**config.mk**
```make
export PLATFORM = sky130hd
export DESIGN_NAME = id_ex_hazard_stage
export DESIGN_NICKNAME = d
export VERILOG_FILES = /design/src/rtl/pipe_pkg.sv /design/src/rtl/load_use_detect.sv /design/src/rtl/id_ex_hazard_stage.sv
export SDC_FILE = /design/constraint.sdc
export NUM_CORES = 1
export LEC_CHECK = 0
export BUFFER_PORTS_ARGS = -buffer_cell sky130_fd_sc_hd__buf_2
export CAP_MARGIN = 20
export CORE_AREA = 4 4 128 130
export DETAILED_ROUTE_END_ITERATION = 8
export DIE_AREA = 0 0 132 134
export GPL_TIMING_DRIVEN = 1
export PLACE_DENSITY = 0.76
export SYNTH_ARGS = -nofsm -noshare
export SYNTH_HDL_FRONTEND = slang
export SYNTH_HIERARCHICAL = 1
export SYNTH_SLANG_ARGS = --single-unit
```
**constraint.sdc**
```tcl
create_clock -name clk -period 5.49 [get_ports clk]
set_input_delay 1.3725 -clock clk [delete_from_list [all_inputs] [get_ports clk]]
set_output_delay 1.3725 -clock clk [all_outputs]
set_load 0.1 [all_outputs]
```
**src/rtl/pipe_pkg.sv**
```systemverilog
// -----------------------------------------------------------------------------
// pipe_pkg
//   Shared types and constants for the ID/EX stage of the 5-stage RISC-V core.
//
//   Contents:
//     XLEN, REG_AW, CTRL_W, CNT_W : default datapath / register / control /
//                                   counter widths
//     hz_state_t                  : hazard sequencer state (RUN, LU_BUBBLE, HOLD)
//     id_ex_t                     : every field held in the ID/EX register
//     ID_EX_BUBBLE                : all-zero register contents (a NOP in EX)
//     sat_inc_cnt                 : saturating increment for the stall counter
// -----------------------------------------------------------------------------
package pipe_pkg;

    localparam int XLEN   = 32;
    localparam int REG_AW = 5;
    localparam int CTRL_W = 8;
    localparam int CNT_W  = 16;

    // The encoding is visible on the state port, so it is fixed explicitly.
    typedef enum logic [1:0] {
        RUN       = 2'd0,
        LU_BUBBLE = 2'd1,
        HOLD      = 2'd2
    } hz_state_t;

    typedef struct packed {
        logic              valid;
        logic              reg_write;
        logic              mem_read;
        logic [REG_AW-1:0] rs1;
        logic [REG_AW-1:0] rs2;
        logic [REG_AW-1:0] rd;
        logic [CTRL_W-1:0] ctrl;
        logic [XLEN-1:0]   op1;
        logic [XLEN-1:0]   op2;
        logic [XLEN-1:0]   imm;
        logic [XLEN-1:0]   pc;
    } id_ex_t;

    // A bubble must not write a register, read memory or match a forwarding
    // source, so every field is zero (data fields included, for determinism).
    localparam id_ex_t ID_EX_BUBBLE = '0;

    // Saturating increment: sticks at all-ones instead of wrapping to zero.
    function automatic logic [CNT_W-1:0] sat_inc_cnt(input logic [CNT_W-1:0] cnt);
        if (&cnt) begin
            return cnt;
        end
        return cnt + 1'b1;
    endfunction

endpackage : pipe_pkg

```
**src/rtl/load_use_detect.sv**
```systemverilog
// -----------------------------------------------------------------------------
// load_use_detect
//   Purely combinational load-use hazard comparator. Flags the case where the
//   instruction in EX is a load writing a non-zero register that the valid
//   instruction currently in ID actually reads.
//
//   Ports:
//     ex_valid, ex_mem_read, ex_reg_write : in  control of the instruction in EX
//     ex_rd                               : in  destination of the instruction in EX
//     id_valid                            : in  ID holds a real instruction
//     id_rs1, id_rs2                      : in  ID source register numbers
//     id_use_rs1, id_use_rs2              : in  ID instruction really reads rs1/rs2
//     load_use                            : out hazard detected this cycle
// -----------------------------------------------------------------------------
module load_use_detect
    import pipe_pkg::*;
#(
    parameter int REG_AW = pipe_pkg::REG_AW
) (
    input  logic              ex_valid,
    input  logic              ex_mem_read,
    input  logic              ex_reg_write,
    input  logic [REG_AW-1:0] ex_rd,
    input  logic              id_valid,
    input  logic [REG_AW-1:0] id_rs1,
    input  logic [REG_AW-1:0] id_rs2,
    input  logic              id_use_rs1,
    input  logic              id_use_rs2,
    output logic              load_use
);

    logic ex_is_load_to_reg;
    logic rs1_hit;
    logic rs2_hit;

    // x0 is hard-wired to zero, so a load targeting it never produces data
    // that a later instruction could depend on.
    assign ex_is_load_to_reg = ex_valid & ex_mem_read & ex_reg_write & (ex_rd != '0);

    // Only sources the instruction really reads count; unused rs fields may
    // hold leftover encoding bits that happen to equal ex_rd.
    assign rs1_hit = id_use_rs1 & (id_rs1 == ex_rd);
    assign rs2_hit = id_use_rs2 & (id_rs2 == ex_rd);

    assign load_use = ex_is_load_to_reg & id_valid & (rs1_hit | rs2_hit);

endmodule : load_use_detect

```
**src/rtl/id_ex_hazard_stage.sv**
```systemverilog
// -----------------------------------------------------------------------------
// id_ex_hazard_stage
//   ID/EX pipeline register with load-use hazard detection and stall/flush
//   sequencing. A load followed by a dependent instruction gets exactly one
//   bubble; the forwarding unit (fed by ex_rs1/ex_rs2) covers the rest.
//
//   Pipeline control semantics (one place, read this before binding checkers):
//     - pc_write_en / ifid_write_en are this stage's "ready" towards IF and ID.
//       When low, IF and ID must hold and re-present the same instruction on
//       the next cycle. They are combinational from the current inputs and
//       the current ID/EX contents.
//     - ex_stall is the downstream "not ready": while high (and no flush),
//       ID/EX holds its contents unchanged.
//     - flush overrides everything: ID/EX takes a bubble, IF/ID is flushed
//       (ifid_flush = flush) and fetch continues from the redirected PC.
//     - Priority per cycle: flush > ex_stall > load_use > normal advance.
//
//   Ports:
//     clk, rst_n                          : clock, asynchronous active-low reset
//     id_valid, id_rs1, id_rs2, id_rd     : decoded instruction in ID
//     id_use_rs1, id_use_rs2              : ID instruction really reads rs1/rs2
//     id_reg_write, id_mem_read, id_ctrl  : decoded control
//     id_op1, id_op2, id_imm, id_pc       : decoded operands
//     flush                               : taken branch/jump resolved in EX
//     ex_stall                            : downstream not ready
//     ex_*                                : registered ID/EX contents
//     pc_write_en, ifid_write_en          : front-end write enables (comb)
//     ifid_flush                          : IF/ID flush (comb, equals flush)
//     state                               : action taken at the previous edge
//     stall_count                         : saturating count of stall cycles
//
//   The parameters exist for port-width readability; the register struct is
//   sized by pipe_pkg, so any override must match the package values.
// -----------------------------------------------------------------------------
module id_ex_hazard_stage
    import pipe_pkg::*;
#(
    parameter int XLEN   = pipe_pkg::XLEN,
    parameter int REG_AW = pipe_pkg::REG_AW,
    parameter int CTRL_W = pipe_pkg::CTRL_W,
    parameter int CNT_W  = pipe_pkg::CNT_W
) (
    input  logic              clk,
    input  logic              rst_n,

    input  logic              id_valid,
    input  logic [REG_AW-1:0] id_rs1,
    input  logic [REG_AW-1:0] id_rs2,
    input  logic [REG_AW-1:0] id_rd,
    input  logic              id_use_rs1,
    input  logic              id_use_rs2,
    input  logic              id_reg_write,
    input  logic              id_mem_read,
    input  logic [CTRL_W-1:0] id_ctrl,
    input  logic [XLEN-1:0]   id_op1,
    input  logic [XLEN-1:0]   id_op2,
    input  logic [XLEN-1:0]   id_imm,
    input  logic [XLEN-1:0]   id_pc,

    input  logic              flush,
    input  logic              ex_stall,

    output logic              ex_valid,
    output logic              ex_reg_write,
    output logic              ex_mem_read,
    output logic [REG_AW-1:0] ex_rs1,
    output logic [REG_AW-1:0] ex_rs2,
    output logic [REG_AW-1:0] ex_rd,
    output logic [CTRL_W-1:0] ex_ctrl,
    output logic [XLEN-1:0]   ex_op1,
    output logic [XLEN-1:0]   ex_op2,
    output logic [XLEN-1:0]   ex_imm,
    output logic [XLEN-1:0]   ex_pc,

    output logic              pc_write_en,
    output logic              ifid_write_en,
    output logic              ifid_flush,
    output logic [1:0]        state,
    output logic [CNT_W-1:0]  stall_count
);

    // -------------------------------------------------------------------------
    // Registered state
    // -------------------------------------------------------------------------
    id_ex_t           id_ex_q;
    id_ex_t           id_ex_d;
    id_ex_t           id_fields;
    hz_state_t        state_q;
    hz_state_t        state_d;
    logic [CNT_W-1:0] stall_cnt_q;
    logic [CNT_W-1:0] stall_cnt_d;

    logic             load_use;
    logic             stall_cycle;

    // -------------------------------------------------------------------------
    // Hazard detection against the instruction currently in EX
    // -------------------------------------------------------------------------
    load_use_detect #(
        .REG_AW (REG_AW)
    ) u_load_use_detect (
        .ex_valid     (id_ex_q.valid),
        .ex_mem_read  (id_ex_q.mem_read),
        .ex_reg_write (id_ex_q.reg_write),
        .ex_rd        (id_ex_q.rd),
        .id_valid     (id_valid),
        .id_rs1       (id_rs1),
        .id_rs2       (id_rs2),
        .id_use_rs1   (id_use_rs1),
        .id_use_rs2   (id_use_rs2),
        .load_use     (load_use)
    );

    // -------------------------------------------------------------------------
    // Incoming ID fields gathered into the register layout
    // -------------------------------------------------------------------------
    always_comb begin
        id_fields           = ID_EX_BUBBLE;
        id_fields.valid     = id_valid;
        id_fields.reg_write = id_reg_write;
        id_fields.mem_read  = id_mem_read;
        id_fields.rs1       = id_rs1;
        id_fields.rs2       = id_rs2;
        id_fields.rd        = id_rd;
        id_fields.ctrl      = id_ctrl;
        id_fields.op1       = id_op1;
        id_fields.op2       = id_op2;
        id_fields.imm       = id_imm;
        id_fields.pc        = id_pc;
    end

    // -------------------------------------------------------------------------
    // Sequencer: next state, next ID/EX contents and front-end enables
    // -------------------------------------------------------------------------
    always_comb begin
        state_d       = RUN;
        id_ex_d       = id_ex_q;
        pc_write_en   = 1'b1;
        ifid_write_en = 1'b1;

        if (flush) begin
            // The instruction in ID is on the wrong path; squash it even when
            // downstream is stalled, since the redirect must win.
            id_ex_d = ID_EX_BUBBLE;
            state_d = RUN;
        end else if (ex_stall) begin
            id_ex_d       = id_ex_q;
            pc_write_en   = 1'b0;
            ifid_write_en = 1'b0;
            state_d       = HOLD;
        end else if (load_use) begin
            // Insert one bubble; ID re-presents the dependent instruction and
            // next cycle the load is in MEM where forwarding can reach it.
            id_ex_d       = ID_EX_BUBBLE;
            pc_write_en   = 1'b0;
            ifid_write_en = 1'b0;
            state_d       = LU_BUBBLE;
        end else begin
            id_ex_d = id_fields;
            state_d = RUN;
        end
    end

    assign ifid_flush = flush;

    // Counted only when the front end is actually held back by this stage.
    assign stall_cycle = ~flush & (ex_stall | load_use);

    always_comb begin
        stall_cnt_d = stall_cnt_q;
        if (stall_cycle) begin
            stall_cnt_d = sat_inc_cnt(stall_cnt_q);
        end
    end

    // -------------------------------------------------------------------------
    // State registers
    // -------------------------------------------------------------------------
    always_ff @(posedge clk or negedge rst_n) begin
        if (!rst_n) begin
            state_q <= RUN;
        end else begin
            state_q <= state_d;
        end
    end

    always_ff @(posedge clk or negedge rst_n) begin
        if (!rst_n) begin
            id_ex_q <= ID_EX_BUBBLE;
        end else begin
            id_ex_q <= id_ex_d;
        end
    end

    always_ff @(posedge clk or negedge rst_n) begin
        if (!rst_n) begin
            stall_cnt_q <= '0;
        end else begin
            stall_cnt_q <= stall_cnt_d;
        end
    end

    // -------------------------------------------------------------------------
    // Outputs
    // -------------------------------------------------------------------------
    assign ex_valid     = id_ex_q.valid;
    assign ex_reg_write = id_ex_q.reg_write;
    assign ex_mem_read  = id_ex_q.mem_read;
    assign ex_rs1       = id_ex_q.rs1;
    assign ex_rs2       = id_ex_q.rs2;
    assign ex_rd        = id_ex_q.rd;
    assign ex_ctrl      = id_ex_q.ctrl;
    assign ex_op1       = id_ex_q.op1;
    assign ex_op2       = id_ex_q.op2;
    assign ex_imm       = id_ex_q.imm;
    assign ex_pc        = id_ex_q.pc;

    assign state        = state_q;
    assign stall_count  = stall_cnt_q;

endmodule : id_ex_hazard_stage

```
### After elaboration in Yosys (flattened, before gate mapping)

Cells that the tools add are included.

| storage, ports and cells | value |
|---|---|
| flip-flop bits (word level) | 172 |
| latch bits | 0 |
| memory bits (writable) | 0 |
| bits in read-only memories | 0 |
| input port bits | 160 |
| output and inout port bits | 175 |
| logic and storage cells | 44 |
| memories | 0 |

| operators by class | value |
|---|---|
| add/subtract/negate cells | 1 |
| multipliers | 0 |
| divide/modulo/power cells | 0 |
| $lt $le $gt $ge | 0 |
| eq/ne operators | 4 |
| shift-type cells | 0 |
| multiplexer cells | 12 |
| bitwise logic cells | 11 |
| reductions and logical operators | 3 |

Operator list:

| operator | number |
|---|---|
| two-way mux 154 bit | 3 |
| adder 16 x 1 -> 16 bit (second input constant) | 1 |
| two-way mux 16 bit | 1 |
| AND reduction 16 bit | 1 |
| equality test 5 bit | 2 |
| AND 1 bit | 8 |
| two-way mux 1 bit | 6 |
| nonzero test 5 bit | 1 |
| two-way mux 2 bit | 2 |
| inequality test 2 bit (second input constant) | 2 |
| OR 1 bit | 2 |
| AND reduction 2 bit | 1 |
| NOT 1 bit | 1 |

### Longest topological paths before layout

| depth | value |
|---|---|
| depth after elaboration | 10 |
| gate-level depth with buffers | 9 |
| gate-level depth less buffers | 8 |

### By module

Netlist, hierarchy kept.

By module, submodules not included:

| module | instances | cells an instance | area each (sq um) | seq. area each (sq um) |
|---|---|---|---|---|
| id_ex_hazard_stage | 1 | 422 | 6208.5 | 4304.1 |
| load_use_detect | 1 | 18 | 140.1 | 0.0 |

### Worst setup path before layout

OpenSTA, ideal clock, no wires.

| timing | value |
|---|---|
| kind | in2out |
| start point | in id_rs1[2] |
| end point | out pc_write_en |
| arrival | 2.905 ns |
| required time | 4.118 ns |
| setup slack | 1.213 ns |
| stages | 6 |
| path buffers | 1 |
| path through | xor2_1 nor4_1 nand3_1 a221oi_2 o21bai_4 buf_4 |

| on the way | value |
|---|---|
| cells in the longest elaborated chain, start to end | 7 |

RTL lines:

| what | line | source |
|---|---|---|
| start: declaration | id_ex_hazard_stage.sv:47 | `input logic [REG_AW-1:0] id_rs1,` |
| equality test 5 bit | load_use_detect.sv:42 | `assign rs1_hit = id_use_rs1 & (id_rs1 == ex_rd);` |
| AND 1 bit | load_use_detect.sv:42 |  |
| OR 1 bit | load_use_detect.sv:45 | `assign load_use = ex_is_load_to_reg & id_valid & (rs1_hit \| rs2_hit);` |
| AND 1 bit | load_use_detect.sv:45 |  |
| net load_use | id_ex_hazard_stage.sv:93 | `logic load_use;` |
| two-way mux 1 bit (3 in series) | -- |  |
| end: declaration | id_ex_hazard_stage.sv:75 | `output logic pc_write_en,` |

The timed path passes the listed nets, and every way through them passes these cells.

### Worst setup path after layout

| timing | value |
|---|---|
| start point | in id_rs1[2] |
| end point | out pc_write_en |

| on the way | value |
|---|---|
| cells in the longest elaborated chain, start to end | 7 |

RTL lines:

| what | line | source |
|---|---|---|
| equality test 5 bit | load_use_detect.sv:42 |  |
| AND 1 bit | load_use_detect.sv:42 |  |
| OR 1 bit | load_use_detect.sv:45 |  |
| AND 1 bit | load_use_detect.sv:45 |  |
| net load_use | id_ex_hazard_stage.sv:93 |  |
| two-way mux 1 bit | id_ex_hazard_stage.sv:151 | `end else if (load_use) begin` |
| two-way mux 1 bit | id_ex_hazard_stage.sv:146 | `end else if (ex_stall) begin` |
| two-way mux 1 bit | id_ex_hazard_stage.sv:141 | `if (flush) begin` |

The timed path passes the listed nets, and every way through them passes these cells.

==> implementation parameters <==
Parameter                              Value

Placed design
  Setup WS pre-CTS    1.11 ns
  Routability cong.    0.846
  Post-Place Cell Area    8170 um^2
  Count of input and output buffers    334
  Detailed Place HPWL    12700 um

Status
  Result of the run    finished, final reports clean

Synth
  Synthesis warning total    6
  Avg Inst Size Synth    14.4 um^2
  Share of the yosys chip area belonging to registers    67.8%
  Largest family of logic cells by synthesized area    compound AO/OA/AOI/OAI gates
  Cell area after technology mapping    6350 um^2
  Flip-flop and latch count after synthesis    172
  Post-synthesis compound-gate area fraction    22.3%
  Dominant cells by area after synthesis    sky130_fd_sc_hd__dfrtp_1, sky130_fd_sc_hd__a22o_1, sky130_fd_sc_hd__xor2_1, sky130_fd_sc_hd__clkbuf_1, sky130_fd_sc_hd__nor3_1
  Number of standard cells after synthesis    440
  Fraction of post-synthesis cell area in the top cell type by area    67.8%
  Net count after synthesis    601
  Adder-cell area share of the yosys netlist    0.197%
  Area share of xor/xnor cells in the synthesized design    3.04%
  Library cell occupying the most area in the post-synthesis netlist    sky130_fd_sc_hd__dfrtp_1
  Count of different cell masters after synthesis    27
  Share of cell area taken by muxes after synthesis    0.177%
  Simple logic cell fraction of the synthesized area    4.02%

Power
  Maximum vdd drop    227 uV
  P_leak    4.90 nW
  Power per unit of standard cell area    418 nW/um^2

Die
  Number of placement rows    45
  Core region area    15100 um^2
  Num ports    335
  Y dimension of the die    134 um
  DIE AREA    17700 um^2
  Die Width    132 um
  Starting Density    41.9%

STA
  Share of the clock period used by the worst path    80.0%
  Final Slew Violations    0
  Unrepaired setup endpoints after global routing    false
  Count of endpoints failing setup in the final report    0
  Minimum clock period after layout    4.39 ns
  Worst setup slack after layout    1.10 ns
  Summed negative setup slack over all endpoints    0 ns
  Highest achievable clock rate    228 MHz
  Clock Skew    0.0113 ns
  Number of failing hold endpoints at the final stage    0
  Remaining max-slew budget at the tightest pin    38.2%
  Transition time at the pin with the least slew margin    0.927 ns

CTS
  Clock-pin slew of the registers on the worst-case setup and hold paths    0.06 ns
  Clk sink count    172
  CTS H-tree lvls    4
  Post-CTS Repair Setup Buffers    0
  Number of hold-repair buffers added at the cts stage    0
  TritonCTS clock tree    yes
  Post-CTS Resized    0
  Clk root buf    sky130_fd_sc_hd__clkbuf_16
  TritonCTS buffer count    17
  Clock network latency to the later pin of the worst-skew pair    0.42 ns
  Maximum root-to-sink buffer count    2

Finish
  Post-layout instance area    8770 um^2
  Ratio of cells with drive above 1 in the final layout    49.1%
  Area growth syn-to-layout    38.1%
  Filler cell count in the final layout    1282
  Number of antenna diodes    0
  Final #Nets    921

Setup path
  Critical-path cell list    buf_2, xor2_1, nor4_1, nand3_1, a221oi_2, o21bai_4, buf_2
  Data required time of the critical path    4.12 ns
  Critical path buffers and inverters    2
  Worst setup EP type    output pin
  Cell with the most instances on the worst path    sky130_fd_sc_hd__buf_2
  Register-to-register setup slack    2.59 ns
  Critical setup path kind    input port to output pin
  Setup crit start kind    input port
  WP data arrival    3.02 ns
  Cell at the slowest stage of the critical path    sky130_fd_sc_hd__a221oi_2
  CP max FO    7
  Worst path max stage delay    0.45 ns
  Cell type group with the largest total delay on the critical path    compound AO/OA/AOI/OAI gates

Global route
  Global-route wire length before repair    27700 um
  Initial antenna violation count    0
  Via count of the first global-routing pass    5083
  Total grt overflow    0
  All-layer global routing usage    19.7%
  Maximum number of pins on one net before global-route repair    97

Detailed routing
  Wire length after detailed routing    17700 um
  DRC viols    0
  Post-detailed-route via-to-cell ratio    5.21
  Detailed router's first-iteration violation count    209
  Routed via count    5000
  Final antenna-violating net count    0
  Detail-routed net length per standard cell    18.5 um
  Length of the first detailed-routing pass in iterations    5

Hold path
  Hold Crit Class    flip-flop to flip-flop

Flow run
  Reported max-cap violation count    0
==> layout make-up <==
| class | instances | area, um^2 | share of cell area, % |
|---|---|---|---|
| Inverter | 2 | 7.51 | 0.0856 |
| Tap cell | 188 | 235 | 2.68 |
| Timing Repair Buffer | 339 | 1730 | 19.7 |
| Multi-Input combinational cell | 228 | 1890 | 21.6 |
| Clock inverter | 13 | 165 | 1.88 |
| Sequential cell | 172 | 4300 | 49.1 |
| Clock buffer | 18 | 439 | 5.01 |
==> worst paths after layout <==
path                                 start         endpoint  cells after the start
max                              id_rs1[2]      pc_write_en                      7
min                        stall_count[15]  stall_count[15]                      1
max reg2reg                       ex_rd[3]  stall_count[11]                      8
min reg2reg                stall_count[15]  stall_count[15]                      1
max in group asynchronous            rst_n       ex_op2[24]                      2
min in group asynchronous            rst_n        ex_pc[29]                      1
==> sequential cells by signal, summed over array words and instances, names as in the netlist, 2 cells and up <==
signal / count
ex_rs2: 5
ex_pc: 32
ex_ctrl: 8
ex_rs1: 5
ex_imm: 32
ex_op2: 32
state: 2
stall_count: 16
ex_op1: 32
ex_rd: 5
==> where the power goes <==
| group | internal [mW] | switching (mW) | total (mW) |
|---|---|---|---|
| sequential | 1.36 | 0.0724 | 1.43 |
| combinational | 0.175 | 0.843 | 1.02 |
| clock | 0.729 | 0.489 | 1.22 |
| total | 2.26 | 1.40 | 3.67 |
==> placed cells by master, fill, tap and decap left out, drive strengths merged, types with 5 or more instances in the layout <==
| cell type | n |
|---|---|
| o21ai | 6 |
| inv | 5 |
| clkbuf | 18 |
| nand2 | 5 |
| a22o | 154 |
| dfrtp | 172 |
| nand4 | 5 |
| buf | 339 |
| clkinv | 6 |
| nand3 | 6 |
| xor2 | 19 |
| nor3 | 8 |
| nor4 | 8 |
==> stage by stage <==
| stage | util (%) | power [mW] | hold WS, ns | instances |
|---|---|---|---|---|
| after floorplan | - | 2.23 | 1.06 | 440 |
| after global routing | 57.9 | 3.79 | 0.510 | 960 |
| after detailed placement | 53.9 | 2.47 | 0.485 | 929 |
| final | 57.9 | 3.67 | 0.493 | 960 |
| after global placement | 53.9 | 2.46 | 0.476 | 929 |
| after CTS | 57.9 | 3.70 | 0.494 | 960 |
==> synth_stat cells <==
library cell and number:
sky130_fd_sc_hd__or2_2 2, sky130_fd_sc_hd__nor4_1 6, sky130_fd_sc_hd__inv_1 2, sky130_fd_sc_hd__nor4_4 1, sky130_fd_sc_hd__and4_1 1, sky130_fd_sc_hd__nand3_1 6, sky130_fd_sc_hd__nor3b_1 2, sky130_fd_sc_hd__buf_1 7
sky130_fd_sc_hd__mux2_2 1, sky130_fd_sc_hd__dfrtp_1 172, sky130_fd_sc_hd__nor3_1 8, sky130_fd_sc_hd__clkbuf_1 27, sky130_fd_sc_hd__o21bai_4 1, sky130_fd_sc_hd__ha_1 1, sky130_fd_sc_hd__xor2_1 19, sky130_fd_sc_hd__xnor2_1 3
sky130_fd_sc_hd__a22o_1 154, sky130_fd_sc_hd__or4_1 1, sky130_fd_sc_hd__o21ai_0 6, sky130_fd_sc_hd__nand4_1 5, sky130_fd_sc_hd__buf_4 2, sky130_fd_sc_hd__nor4_2 1, sky130_fd_sc_hd__nand2_1 5, sky130_fd_sc_hd__buf_2 2
sky130_fd_sc_hd__and2b_2 1, sky130_fd_sc_hd__nor2_1 3, sky130_fd_sc_hd__a221oi_2 1
==> kinds of logic after synthesis <==
family                     after synthesis
DFF                                    172
AOI/OAI and AO/OA                      162
and+or+nand+nor                         42
buffers and inverters                   40
xor gates and xnor gates                22
muxes                                    1
adders and majority gates                1
==> metal layers <==
layer	GRT usage [%]	wire, um	up-vias
met4	8.69	438	0
met1	24.3	7100	2431
met2	32.8	8940	226
met5	0	0	-
li1	-	-	2312
met3	5.06	1270	31
No activity file was read; power rests on OpenSTA's default activity.
